<file path="config.mk">
export PLATFORM = sky130hd
export DESIGN_NAME = seq_div_16
export DESIGN_NICKNAME = d
export VERILOG_FILES = /design/src/rtl/seq_div_16.sv
export SDC_FILE = /design/constraint.sdc
export NUM_CORES = 1
export LEC_CHECK = 0
export ABC_AREA = 1
export BUFFER_PORTS_ARGS = -buffer_cell sky130_fd_sc_hd__buf_4
export CAP_MARGIN = 20
export CORE_UTILIZATION = 64
export CTS_BUF_LIST = sky130_fd_sc_hd__clkbuf_8
export CTS_CLUSTER_SIZE = 20
export DETAILED_ROUTE_END_ITERATION = 6
export GPL_ROUTABILITY_DRIVEN = 0
export PLACE_DENSITY = 0.88
export SLEW_MARGIN = 0
export SYNTH_ARGS = -nofsm -noshare
export SYNTH_HDL_FRONTEND = slang
export SYNTH_SLANG_ARGS = --single-unit
</file>
<file path="constraint.sdc">
create_clock -name clk -period 4.24 [get_ports clk]
set_input_delay 0 -clock clk [delete_from_list [all_inputs] [get_ports clk]]
set_output_delay 0 -clock clk [all_outputs]
set_load 0.03 [all_outputs]
</file>
<file path="src/rtl/seq_div_16.sv">
// seq_div_16: 16-bit unsigned restoring divider, one quotient bit per cycle.
// A zero divisor skips the iteration and reports div_by_zero with the result.
module seq_div_16 (
    input  logic        clk,
    input  logic        rst,
    input  logic        start,
    input  logic [15:0] dividend,
    input  logic [15:0] divisor,
    output logic [15:0] quotient,
    output logic [15:0] remainder,
    output logic        busy,
    output logic        done,
    output logic        div_by_zero
);

    localparam int unsigned W  = 16;
    localparam int unsigned CW = 4;

    typedef enum logic [1:0] {
        IDLE = 2'd0,
        RUN  = 2'd1,
        DONE = 2'd2
    } state_t;

    state_t          state;
    state_t          state_next;

    // dvd_q shifts dividend bits out of the top and quotient bits in at the bottom
    logic [W-1:0]    dvd_q;
    logic [W-1:0]    dvs_q;
    logic [W-1:0]    rem_q;
    logic [CW-1:0]   cnt;

    logic            accept_c;
    logic            zero_c;
    logic            last_c;
    logic [W:0]      shifted_c;
    logic [W+1:0]    diff_c;
    logic            qbit_c;
    logic [W-1:0]    rem_next_c;

    // State register
    always_ff @(posedge clk) begin
        if (rst) begin
            state <= IDLE;
        end else begin
            state <= state_next;
        end
    end

    // Next-state logic and per-cycle control strobes
    always_comb begin
        state_next = state;
        accept_c   = 1'b0;
        zero_c     = 1'b0;
        last_c     = 1'b0;
        case (state)
            IDLE, DONE: begin
                if (start) begin
                    accept_c = 1'b1;
                    if (divisor == '0) begin
                        zero_c     = 1'b1;
                        state_next = DONE;
                    end else begin
                        state_next = RUN;
                    end
                end else begin
                    state_next = IDLE;
                end
            end
            RUN: begin
                if (cnt == CW'(W - 1)) begin
                    last_c     = 1'b1;
                    state_next = DONE;
                end
            end
            default: state_next = IDLE;
        endcase
    end

    // One restoring step: shift in next dividend bit, trial-subtract divisor
    always_comb begin
        shifted_c  = {rem_q, dvd_q[W-1]};
        diff_c     = {1'b0, shifted_c} - {2'b00, dvs_q};
        qbit_c     = ~diff_c[W+1];
        rem_next_c = qbit_c ? diff_c[W-1:0] : shifted_c[W-1:0];
    end

    // Operand latches, iteration registers and registered outputs
    always_ff @(posedge clk) begin
        if (rst) begin
            dvd_q       <= '0;
            dvs_q       <= '0;
            rem_q       <= '0;
            cnt         <= '0;
            quotient    <= '0;
            remainder   <= '0;
            busy        <= 1'b0;
            done        <= 1'b0;
            div_by_zero <= 1'b0;
        end else begin
            busy <= (state_next == RUN);
            done <= last_c | zero_c;
            if (accept_c) begin
                dvd_q <= dividend;
                dvs_q <= divisor;
                rem_q <= '0;
                cnt   <= '0;
                if (zero_c) begin
                    quotient    <= '1;
                    remainder   <= dividend;
                    div_by_zero <= 1'b1;
                end
            end else if (state == RUN) begin
                dvd_q <= {dvd_q[W-2:0], qbit_c};
                rem_q <= rem_next_c;
                cnt   <= cnt + CW'(1);
                if (last_c) begin
                    quotient    <= {dvd_q[W-2:0], qbit_c};
                    remainder   <= rem_next_c;
                    div_by_zero <= 1'b0;
                end
            end
        end
    end

endmodule

</file>
==> results of run 1 <==
[per-stage QoR]
| step | hold slack (ns) | area [um2] | worst slack (ns) | total power, mW | std cells |
|---|---|---|---|---|---|
| floorplan | 0.167 | 4890 | 2.37 | 1.37 | 699 |
| global placement | 0.286 | 5390 | 1.37 | 1.47 | 839 |
| detailed placement | 0.298 | 5390 | 1.21 | 1.49 | 839 |
| CTS | 0.0289 | 5860 | 1.17 | 2.04 | 885 |
| global route | 0.0506 | 5880 | 0.724 | 2.16 | 886 |
| finish | 0.0304 | 5880 | 1.01 | 2.06 | 886 |
[state kept, by name, summed over array words and instances (netlist names)]
name / flops
dvd_q: 16
dvs_q: 16
quotient: 16
rem_q: 16
remainder: 16
cnt: 4
state: 2
busy: 1
div_by_zero: 1
done: 1
[worst paths after layout]
check | endpoint | cells after the start
worst min-delay path | dvd_q[12] | 5
worst max register to register | remainder[3] | 10
worst min register to register | dvs_q[2] | 2
worst max-delay path | remainder[3] | 10
[report_power, final]
group	internal (mW)	switching [mW]	total, mW
sequential	0.874	0.0252	0.900
clock	0.217	0.329	0.546
combinational	0.214	0.401	0.615
total	1.31	0.755	2.06
[what timing repair did]
item	CTS	global route
endpoints found under the hold margin	31	0
hold buffers	30	0
endpoints found under the setup margin	0	0
buffers inserted	0	0
[per-layer routing]
metal | global-route usage [%] | vias up | wire length, um
met5 | 0 | - | 0
met4 | 19.2 | 0 | 578
met3 | 5.82 | 71 | 921
met2 | 57.9 | 268 | 6190
met1 | 42.0 | 2202 | 5340
li1 | - | 2410 | -
[cell type report]
| type | count | area (um2) |
|---|---|---|
| Clock inverter | 7 | 53.8 |
| Tap cell | 99 | 124 |
| Clock buffer | 9 | 124 |
| Fill cell | 515 | 1450 |
| Timing Repair Buffer | 100 | 833 |
| Sequential cell | 89 | 1780 |
| Inverter | 126 | 473 |
| Multi-Input combinational cell | 456 | 2490 |
[placed cells by master, fill, tap and decap left out, types with 11 or more instances in the layout]
master | netlist | final
o21ai_0 | 40 | 40
a21oi_1 | 53 | 53
buf_4 | 2 | 69
dfxtp_1 | 89 | 89
nand2_1 | 168 | 168
inv_2 | 12 | 12
inv_1 | 113 | 114
nand2_2 | 11 | 11
o221ai_1 | 16 | 16
ha_1 | 17 | 17
nand3_1 | 31 | 31
dlygate4sd3_1 | 0 | 30
nor2_1 | 43 | 43
[worst max-delay path: stages (launching register included)]
cell,delay (ns)
dfxtp_1,0.34
inv_2,0.05
nor2_4,0.46
inv_2,0.42
nor2_4,0.47
inv_2,0.25
nand2_2,0.40
inv_2,0.29
o21ai_1,0.20
inv_1,0.06
a21oi_1,0.19
[logic make-up (layout without fill, tap and decap cells)]
group           count (synthesis)  count (layout)
simple gates                  283             283
xor+xnor                        7               7
mux                             5               5
flops                          89              89
compound gates                143             143
buf+inv                       154             242
fa+ha+maj                      18              18
==> out/qor.txt, run 1 <==
Required @ worst endpoint: 4.52 ns
# clock sinks: 89
Minimum clock period: 3.23 ns
All-Layer GR Usage: 34.5%
Leak pwr: 2.88 nW
Post-CTS Resized: 0
Largest family of logic cells by synthesized area: simple AND/OR/NAND/NOR gates
Number of flops mapped to enable cells by yosys: 0
Vias: 4951
Final Core Density: 80.2%
Post-synth top cells: 168 x nand2_1, 113 x inv_1, 89 x dfxtp_1
Peak Freq: 0.310 GHz
Failing checks: design-rule violations
Antenna cell count: 0
Critical Path AT: 3.51 ns
Area grow syn2layout: 20.1%
Clk slew on worst S/H paths: 0.10 ns
Xor/xnor cell area share of the yosys netlist: 1.25%
CTS tree: done
Clock Skew: 0.0158 ns
Worst r2r src: state[0]
Final Cycle Share: 76.1%
Maximum clock path buffer count: 2
ANT nets after route: 0
CP Capture Type: register
Die height: 89.5 um
Die ar.: 0.00800 mm2
Number of remaining DRC errors: 12
Antenna violations before repair: 0
Hold Crit Start: dividend[12]
H-tree depth: 3
Register bit total from synthesis: 89
Synth area leaders: dfxtp_1 36%, nand2_1 13%, inv_1 8.7%
First DRT Iteration DRCs: 403
Post-Synth Simple-Gate Area: 26.5%
Final setup vio count: 0
Power per Cell Area: 351 mW/mm2
Fraction of layout cells with a size suffix above 1: 18.0%
Worst skew pair latency: 0.37 ns
Post-Synth Adder-Cell Area: 4.75%
Routed len/inst: 14.7 um
Max Cap Violations: 0
Fin nets: 835
Post-Syn Instances: 699
Vias in the first global route: 4586
Largest net degree at the start of global routing: 42
Startpoint Class: register
Total nets after synthesis: 752
First-pass GRT wire length: 21000 um
Ports: 70
Setup TNS Final: 0 ns
Starting Density: 66.8%
Mean number of vias per cell: 5.59
Share of synthesized area spent on multiplexers: 1.02%
Run status: finished with violations
Crit Path Category: reg -> reg
Final Hold Fails: 0
Max VDD drop: 0.221 mV
Top_reg_cell synth: dfxtp_1
HP Class: in -> reg
Core area: 0.00733 mm2
Slew headroom: 46.5%
Grt ovf: 0
Post-synth top area cell: dfxtp_1
Site row count: 31
Final WL: 13000 um
Critical Path Start: state[0]
Reg2reg setup slack: 1.01 ns
Num CTS Buffers: 9
RSZ-0062 raised after global routing: no
Final Max Tran Viols: 0
Synth Area in Compound Gates: 17.3%
CTS root buf: clkbuf_8
Top-count cell post-synth: nand2_1
IO Port Bufs: 69
Crit path max fanout: 41
Post-DP HPWL: 8830 um
DRT Pass-1 Iters: 7
FFs w/ async S/R, synth: 0%
Die width: 89.5 um
Top cell type's share of synthesized area: 36.4%
Synth unique cells: 37
Post-synthesis sequential area ratio: 36.4%
Mapped Area: 0.00489 mm2
Mapped Avg Cell Area: 7.00 um2
Slew @ Worst Pin: 0.799 ns
Yosys warns: 0
Power figures use the tool's default switching activity.
==> run 2: changes to the inputs <==
- CORE_UTILIZATION: 64 -> 60
- PLACE_DENSITY: 0.88 -> 0.83
- clock period: 4.24 -> 3.3 ns (I/O delays scaled with it)
==> run 2 against run 1 <==
  * The flow now finishes without violations
  * Via count down 0.65%
  * Worst hold slack better by 0.0023 ns
  * Clock power up 29%
  * Count of clock-buffer cells in the layout unchanged
  * Largest power group unchanged
==> out/qor.txt, run 2 (same netlist as run 1, synthesis figures left out) <==
First-pass GRT wire length: 21100 um (+0.42%)
Worst-path cell chain: ha_1 -> nand3_2 -> nor2_4 -> inv_2 -> nand2_2 -> inv_2 -> nand2_1 -> nand2_1 -> a21oi_1 -> nor2_1
Peak Freq: 0.390 GHz (+26%)
HP Class: in -> reg
Final Cycle Share: 77.7% (+1.6 points)
Final Max Tran Viols: 0 (unchanged)
Die height: 92.3 um (+3.2%)
Die width: 92.3 um (+3.2%)
Final instance area: 0.00593 mm2 (+0.85%)
R2R Path End: remainder[9]
ANT nets after route: 0 (unchanged)
Num CTS Buffers: 9 (unchanged)
Minimum clock period: 2.57 ns (-0.663 ns)
Worst r2r src: cnt[0]
Slowest cell on crit path: nand2_2
Most frequent cells in the layout: 168 x nand2_1, 114 x inv_1, 89 x dfxtp_1
Maximum clock path buffer count: 2 (unchanged)
Setup TNS Final: 0 ns (unchanged)
Critical Path AT: 2.82 ns (-0.69 ns)
Worst skew pair latency: 0.36 ns (about the same)
Post-CTS Resized: 0 (unchanged)
R2R depth: 10 (unchanged)
Vias: 4919 (-0.65%)
Vias in the first global route: 4679 (+2.0%)
H-tree depth: 3 (unchanged)
Startpoint Class: register
Antenna cell count: 0 (unchanged)
# clock sinks: 89 (unchanged)
Place WS: 0.802 ns (-0.410 ns)
Site row count: 32 (+3.2%)
Core area: 0.00781 mm2 (+6.5%)
Worst Hold Depth: 5 (unchanged)
Fillers: 604 (+17%)
Antenna violations before repair: 0 (unchanged)
Final Core Density: 75.9% (-4.3 points)
First DRT Iteration DRCs: 352 (-13%)
Ports: 70 (unchanged)
CTS tree: done
Critical Path Max Stage Delay: 0.43 ns (-0.04 ns)
Placed Cells incl. Taps: 845 (+0.72%)
Run status: finished clean
Postcts setup bufs: 0 (unchanged)
Final WL: 13200 um (+1.0%)
CP Capture Type: register
Post-DP HPWL: 9090 um (+2.9%)
Crit Path Category: reg -> reg
Number of remaining DRC errors: 0 (-12)
Final Hold Fails: 0 (unchanged)
Crit path max fanout: 25 (-39%)
Largest net degree at the start of global routing: 41 (-2.4%)
WHS: 0.0328 ns (+0.00234 ns)
Slew headroom: 65.6% (+19 points)
Die ar.: 0.00852 mm2 (+6.5%)
Required @ worst endpoint: 3.55 ns (-0.97 ns)
Fin nets: 839 (+0.48%)
Hold endpoint: dvd_q[12]
Tot Pwr: 2.66 mW (+29%)
Final setup vio count: 0 (unchanged)
Starting Density: 62.7% (-4.1 points)
Clk slew on worst S/H paths: 0.10 ns (about the same)
Grt ovf: 0 (unchanged)
CTS root buf: clkbuf_8
Area grow syn2layout: 21.1%
Leak pwr: 2.90 nW (+0.74%)
Max Cap Violations: 0 (unchanged)
DRT Pass-1 Iters: 5 (-2)
Mean number of vias per cell: 5.51 (-1.4%)
Reg2reg setup slack: 0.73 ns (-0.28 ns)
Final setup margin: 0.735 ns (-0.277 ns)
Post-DP Area: 0.00541 mm2 (+0.49%)
Routed len/inst: 14.7 um (+0.22%)
Slew @ Worst Pin: 0.515 ns (-0.284 ns)
RSZ-0062 raised after global routing: no
Hold Crit Start: dividend[12]
IO Port Bufs: 69 (unchanged)
Commonest non-fill, non-tap cell in the layout: nand2_1
Fraction of layout cells with a size suffix above 1: 18.3% (+0.29 points)
Non-Filler Instances: 893 (+0.79%)
Clock Skew: 0.0126 ns (-0.00316 ns)
Max VDD drop: 0.250 mV (+13%)
Power per Cell Area: 448 mW/mm2 (+28%)
All-Layer GR Usage: 31.3% (-3.2 points)
==> run 2: changes by cell type in the layout (fill, tap and decap cells not counted) <==
cell and delta:
buf_16 +1, buf_4 +3, buf_8 -1, clkinv_4 -1, clkinvlp_4 +1, dlygate4sd3_1 +1
inv_6 -1, inv_8 +1
==> run 2: worst max path at each step <==
stage,end,slack [ns],from,depth (start not counted)
3_5_place_dp,remainder[9],0.80,cnt[0],10
6_report,remainder[9],0.73,cnt[0],10
4_1_cts,remainder[9],0.79,cnt[0],10
2_1_floorplan,rem_q[8],1.43,dvd_q[15],14
5_1_grt,remainder[9],0.52,cnt[0],10
3_3_place_gp,remainder[9],0.96,cnt[0],10
==> run 2: final cells by class <==
type,count,area (um2),share of cell area [%]
Multi-Input combinational cell,456,2490,42.0
Sequential cell,89,1780,30.1
Timing Repair Buffer,104,878,14.8
Inverter,126,473,7.98
Tap cell,102,128,2.15
Clock buffer,9,124,2.09
Clock inverter,7,55.1,0.929
==> run 2: report_power, final <==
| group | internal, mW | leakage [nW] | switching (mW) |
|---|---|---|---|
| Clock | 0.280 | 0.0852 | 0.425 |
| Combinational | 0.282 | 2.09 | 0.514 |
| Sequential | 1.12 | 0.726 | 0.0309 |
| Total | 1.69 | 2.90 | 0.969 |
==> run 2: per-layer routing <==
layer	share of wire (%)	vias up	wire length [um]	global-route usage (%)
met3	6.0	33	792	3.78
met5	0	-	0	0
li1	-	2401	-	-
met2	49	196	6510	54.4
met1	42	2289	5500	38.6
met4	2.8	0	362	13.7
==> run 2: critical path: cells and delay by family (launching register included) <==
kind	cells	cell delay [ns]
simple gates	6	1.16
buf+inv	2	0.55
flops	1	0.36
fa+ha+maj	1	0.22
compound gates	1	0.14
==> run 2: timing repair <==
action,4_1_cts,5_1_grt
hold buffers,31,0
endpoints found under the setup margin,0,0
endpoints found under the hold margin,31,0
